$ cat src/rtl/song_pkg.sv
// Shared definitions for the song sequencer: sizes, recorder states and
// the {gates, duration} entry layout used by both recorder and player.
package song_pkg;

  localparam int unsigned DEPTH_DEF = 64;
  localparam int unsigned NOTES_DEF = 8;
  localparam int unsigned DUR_W_DEF = 8;

  typedef enum logic [2:0] {
    ST_IDLE,
    ST_WAIT_FIRST,
    ST_RECORD,
    ST_FLUSH,
    ST_DONE
  } rec_state_t;

  // Entry layout: gates in the MSBs, duration in the LSBs.
  function automatic logic [NOTES_DEF+DUR_W_DEF-1:0] pack_entry(
    input logic [NOTES_DEF-1:0] gates,
    input logic [DUR_W_DEF-1:0] dur
  );
    return {gates, dur};
  endfunction

  function automatic logic [NOTES_DEF-1:0] entry_gates(
    input logic [NOTES_DEF+DUR_W_DEF-1:0] entry
  );
    return entry[NOTES_DEF+DUR_W_DEF-1:DUR_W_DEF];
  endfunction

  function automatic logic [DUR_W_DEF-1:0] entry_dur(
    input logic [NOTES_DEF+DUR_W_DEF-1:0] entry
  );
    return entry[DUR_W_DEF-1:0];
  endfunction

endpackage

$ cat src/rtl/event_ram.sv
// Simple dual-port event store: synchronous write, registered
// read-before-write read port. Only the read register is reset.
module event_ram #(
  parameter int unsigned DEPTH = 64,
  parameter int unsigned WIDTH = 16
) (
  input  logic                     clock,
  input  logic                     reset,
  input  logic                     wr_en,
  input  logic [$clog2(DEPTH)-1:0] wr_addr,
  input  logic [WIDTH-1:0]         wr_data,
  input  logic [$clog2(DEPTH)-1:0] rd_addr,
  output logic [WIDTH-1:0]         rd_data
);

  logic [WIDTH-1:0] mem [DEPTH];

  // Write port: store on the clock edge when enabled.
  always_ff @(posedge clock) begin
    if (wr_en) mem[wr_addr] <= wr_data;
  end

  // Read port: registered, returns the pre-write contents on a collision.
  always_ff @(posedge clock) begin
    if (reset) rd_data <= '0;
    else       rd_data <= mem[rd_addr];
  end

endmodule

$ cat src/rtl/note_event_recorder.sv
// Run-length recorder of the live gate bus: one entry per stretch of
// constant gates, duration counted in 32nd-note ticks.
module note_event_recorder
  import song_pkg::*;
#(
  parameter int unsigned DEPTH = DEPTH_DEF,
  parameter int unsigned NOTES = NOTES_DEF,
  parameter int unsigned DUR_W = DUR_W_DEF
) (
  input  logic                     clock,
  input  logic                     reset,
  input  logic                     tick,
  input  logic                     start,
  input  logic                     stop,
  input  logic [NOTES-1:0]         note_gates,
  input  logic [$clog2(DEPTH)-1:0] rd_addr,
  output logic [NOTES+DUR_W-1:0]   rd_data,
  output logic [$clog2(DEPTH):0]   event_count,
  output logic                     recording,
  output logic                     full,
  output logic                     done
);

  localparam int unsigned AW = $clog2(DEPTH);
  localparam logic [AW:0]      CNT_FULL = (AW+1)'(DEPTH);
  localparam logic [AW:0]      CNT_ONE  = (AW+1)'(1);
  localparam logic [DUR_W-1:0] DUR_MAX  = '1;
  localparam logic [DUR_W-1:0] DUR_ONE  = DUR_W'(1);

  rec_state_t state, state_n;
  logic [NOTES-1:0] cur, cur_n;
  logic [DUR_W-1:0] dur, dur_n;
  logic [AW:0]      count_n;
  logic             full_n, done_n;
  logic             wr_en;
  logic [NOTES+DUR_W-1:0] wr_data;
  logic [AW:0]      count_inc;

  assign count_inc = event_count + CNT_ONE;
  assign recording = (state == ST_WAIT_FIRST) || (state == ST_RECORD);

  // State, pending segment and counters.
  always_ff @(posedge clock) begin
    if (reset) begin
      state       <= ST_IDLE;
      cur         <= '0;
      dur         <= '0;
      event_count <= '0;
      full        <= 1'b0;
      done        <= 1'b0;
    end else begin
      state       <= state_n;
      cur         <= cur_n;
      dur         <= dur_n;
      event_count <= count_n;
      full        <= full_n;
      done        <= done_n;
    end
  end

  // Next-state and write decision. A tick coinciding with stop is folded
  // into cur/dur first; FLUSH then writes the updated segment.
  always_comb begin
    state_n = state;
    cur_n   = cur;
    dur_n   = dur;
    count_n = event_count;
    full_n  = full;
    done_n  = done;
    wr_en   = 1'b0;
    wr_data = {cur, dur};

    if (start) begin
      state_n = ST_WAIT_FIRST;
      count_n = '0;
      full_n  = 1'b0;
      done_n  = 1'b0;
    end else begin
      case (state)
        ST_IDLE: ;
        ST_WAIT_FIRST: begin
          if (tick && (note_gates != '0)) begin
            cur_n   = note_gates;
            dur_n   = DUR_ONE;
            state_n = stop ? ST_FLUSH : ST_RECORD;
          end else if (stop) begin
            state_n = ST_DONE;
            done_n  = 1'b1;
          end
        end
        ST_RECORD: begin
          if (tick) begin
            if (note_gates == cur) begin
              if (dur != DUR_MAX) begin
                dur_n = dur + DUR_ONE;
              end else begin
                wr_en = 1'b1;
                dur_n = DUR_ONE;
              end
            end else begin
              wr_en = 1'b1;
              cur_n = note_gates;
              dur_n = DUR_ONE;
            end
          end
          if (wr_en) count_n = count_inc;
          if (wr_en && (count_inc == CNT_FULL)) begin
            full_n  = 1'b1;
            done_n  = 1'b1;
            state_n = ST_DONE;
          end else if (stop) begin
            state_n = ST_FLUSH;
          end
        end
        ST_FLUSH: begin
          wr_en   = 1'b1;
          count_n = count_inc;
          full_n  = (count_inc == CNT_FULL);
          done_n  = 1'b1;
          state_n = ST_DONE;
        end
        ST_DONE: ;
        default: state_n = ST_IDLE;
      endcase
    end
  end

  event_ram #(
    .DEPTH(DEPTH),
    .WIDTH(NOTES + DUR_W)
  ) u_event_ram (
    .clock   (clock),
    .reset   (reset),
    .wr_en   (wr_en),
    .wr_addr (event_count[AW-1:0]),
    .wr_data (wr_data),
    .rd_addr (rd_addr),
    .rd_data (rd_data)
  );

endmodule

$ cat config.mk
export PLATFORM = sky130hd
export DESIGN_NAME = note_event_recorder
export DESIGN_NICKNAME = d
export VERILOG_FILES = /design/src/rtl/song_pkg.sv /design/src/rtl/event_ram.sv /design/src/rtl/note_event_recorder.sv
export SDC_FILE = /design/constraint.sdc
export NUM_CORES = 1
export LEC_CHECK = 0
export BUFFER_PORTS_ARGS = -buffer_cell sky130_fd_sc_hd__clkbuf_2
export CAP_MARGIN = 40
export CORE_MARGIN = 2
export CORE_UTILIZATION = 63
export CTS_CLUSTER_SIZE = 24
export DETAILED_ROUTE_END_ITERATION = 12
export PLACE_DENSITY = 0.77
export SLEW_MARGIN = 40
export SYNTH_ARGS = -nofsm -noshare
export SYNTH_HDL_FRONTEND = slang
export SYNTH_SLANG_ARGS = --single-unit
$ cat constraint.sdc
create_clock -name clock -period 5 [get_ports clock]
set_clock_uncertainty 0.2 [all_clocks]
set_input_delay 0 -clock clock [delete_from_list [all_inputs] [get_ports clock]]
set_output_delay 0 -clock clock [all_outputs]
set_load 0.05 [all_outputs]
==> flow_summary.toml <==
[setup_path]
start_kind = "register"
ff2ff_path_depth = 8
critPathRequiredTime_ps = 5330
cp_max_fo = 14
cpMaxStageDelayCell = "dfxtp_1"
cp-end-kind = "register"
cp_cell_sequence = "nand3_1, or3_1, a211oi_1, nand4_1, nand4_1, dlygate4sd3_1, a21oi_1, dlygate4sd3_1"
slowest_delay_ps = 650
criticalPathCategory = "reg2reg"
arrival_ps = 4330

[floorplanning]
io_pins = 45
die_area_mm2 = 0.06788
coreArea_mm2 = 0.06551
rows = 94
die_y_um = 260.5
start_util_pct = 63.29
die_w_um = 260.5

[pwr]
leakage_nw = 16.48
power.switching_w = 0.003581
ir_drop_uv = 305.2
seq_power_share_pct = 55.0
powerDensity_mw_per_mm2 = 379.5
p_int_w = 0.01411
clkPwrFrac_pct = 41.4
sw_frac_of_total_pct = 20.24
p_comb_share_pct = 3.7

[finish]
nNetsFinal = 2220
final_cell_mix = "1024 x edfxtp_1, 233 x mux4_2, 135 x mux2i_1"
seqCellArea_mm2 = 0.03165
final_common_cell = "edfxtp_1"
multi_input_area_mm2 = 0.009158
antenna_cells = 0
fill_cells = 3685
drive_above_1_share_pct = 24.59
synthToLayoutAreaGrowth_pct = 12.47

[route]
drt_first_iter_violations = 3080
postRouteAntennaNets = 0
routedWlPerCell_um = 31.60
drc = 0
finalWirelength_mm = 99.38
firstDrtPassIters = 5
vias_per_cell = 6.840
vias = 21511

[timing]
max_slew_margin_pct = 37.52
whs_ps = 51.43
hold_viol_final = 0
finalCriticalPeriod_ps = 4000
setup_viol = 0
rsz0062_at_grt = "no"
fmax_ghz = 0.2500
finalSetupTns_ps = 0
worstMarginPinSlew_ps = 935.3
final-max-slew-violation-count = 0
post-route-period-util_pct = 79.99

[yosys]
postSynthAreaPerCell_um2 = 20.64
ys_seq_area_share_pct = 76.29
synth_warnings = 0
synth_top_area_cell = "edfxtp_1"
synth-seq-cells = 1068
netlist_area_mm2 = 0.04146
yosys-top-cells-area = "edfxtp_1 74%, mux4_2 13%, mux2i_1 3.3%"
ys.flop_type = "edfxtp_1"
synthesis.nets = 2031
async_reset_ff_share_pct = 0
synth_edf_count = 1024
synth_cell_types = 54
synthCells = 2009
synth_top_area_share_pct = 74.17

[global_route]
antenna_found_initial = 3
grtUsageTotal_pct = 30.04
grt_pass1_wl_mm = 145.3
grt_pass1_vias = 21378
gr-total-overflow = 0
grt_max_degree = 92

[placement]
dp_hpwl_mm = 56.34
place.gp.congestion = 0.8950
port_buffers = 44

[clock_tree]
cts_tree = "done"
clk_pin_slew_worst_paths_ps = 60
cts_buffer_depth = 3
htreeDepth = 3
cts_buffers = 101
numClockSinks = 1068
worstSkewPairLatency_ps = 660
cts_root_buf = "clkbuf_16"

[run_status]
outcome = "finished clean"

[worst_hold_path]
holdPathStages = 5
hold_path_class = "in2reg"

[job]
cap_violations = 0
synth_stat cells (all sizes together), types with 14 or more instances:
library cell,n
a22oi,17
a21oi,28
dfxtp,44
nand2,64
nor3,18
o21ai,38
buf,74
nor2,100
mux4,233
clkbuf,35
nor2b,15
o22ai,14
xnor2,14
edfxtp,1024
a31oi,17
mux2i,135
nand3,15
logic make-up (layout without fill, tap and decap cells):
logic type,after synthesis,in the layout,share of synthesized area [%]
multiplexers,370,370,15.97
adder cells (fa/ha/maj),3,3,0.09055
AND/OR/NAND/NOR,260,260,2.885
XOR/XNOR,18,18,0.3803
buffers and inverters,117,389,1.630
flip-flops,1068,1068,76.29
AO/OA/AOI/OAI,173,173,2.749
final cells by class:
class	instances	area share [%]
Clock buffer	130	5.809
Clock inverter	56	0.9391
Inverter	8	0.06440
Multi-Input combinational cell	824	19.64
Sequential cell	1068	67.88
Tap cell	864	2.318
Timing Repair Buffer	195	3.354
state kept, by name, indices dropped and copies added (netlist names):
register and flops:
cur 8, done 1, dur 8, event_count 7
full 1, state 3, u_event_ram.mem 1024, u_event_ram.rd_data 16
per-stage QoR:
step           cell area, um^2  power [W]  worst slack (ps)  instances  util (%)
2_1_floorplan            41460    0.01034             899.6       2009         -
3_3_place_gp             43060    0.01052              1552       2921     65.73
3_5_place_dp             43100    0.01053              1563       2923     65.79
4_1_cts                  46590    0.01775              1065       3143     71.11
5_1_grt                  46630    0.01810             827.0       3145     71.18
6_report                 46630    0.01769              1000       3145     71.18
worst max-delay path, delay by kind of cell (launching register included):
kind | cells | cell delay [ps]
AO/OA/AOI/OAI | 2 | 400
flip-flops | 1 | 650
AND/OR/NAND/NOR | 4 | 1480
buffers and inverters | 2 | 1140
path summary, 6_finish.rpt:
check                  from                     end  slack [ps]
max          event_count[3]                state[0]        1000
min              rd_addr[1]  u_event_ram.rd_data[0]          50
max reg2reg  event_count[3]                state[0]        1000
min reg2reg            done                    done         270
repair_timing:
item	4_1_cts	5_1_grt
hold endpoints to repair	46	0
setup buffers	0	0
gates resized for setup	0	0
hold buffers	34	0
power groups by stage:
| stage | Sequential, W | Clock (W) | Combinational, W |
|---|---|---|---|
| 5_1_grt | 0.00972 | 0.00770 | 0.000680 |
| 3_5_place_dp | 0.00991 | 0 | 0.000618 |
| 3_3_place_gp | 0.00991 | 0 | 0.000603 |
| 6_report | 0.00972 | 0.00732 | 0.000652 |
| 4_1_cts | 0.00972 | 0.00739 | 0.000644 |
| 2_1_floorplan | 0.00996 | 0 | 0.000379 |
layer usage:
| layer | wire (um) | global-route usage, % | vias to the layer above | share of wire (%) |
|---|---|---|---|---|
| met1 | 37540 | 43.79 | 11166 | 38 |
| met2 | 47770 | 46.84 | 1469 | 48 |
| met5 | 19 | 0 | - | 0.019 |
| met3 | 10670 | 5.400 | 190 | 11 |
| li1 | - | - | 8682 | - |
| met4 | 3384 | 10.59 | 4 | 3.4 |
Note: power is estimated with default switching activity, not from simulation.
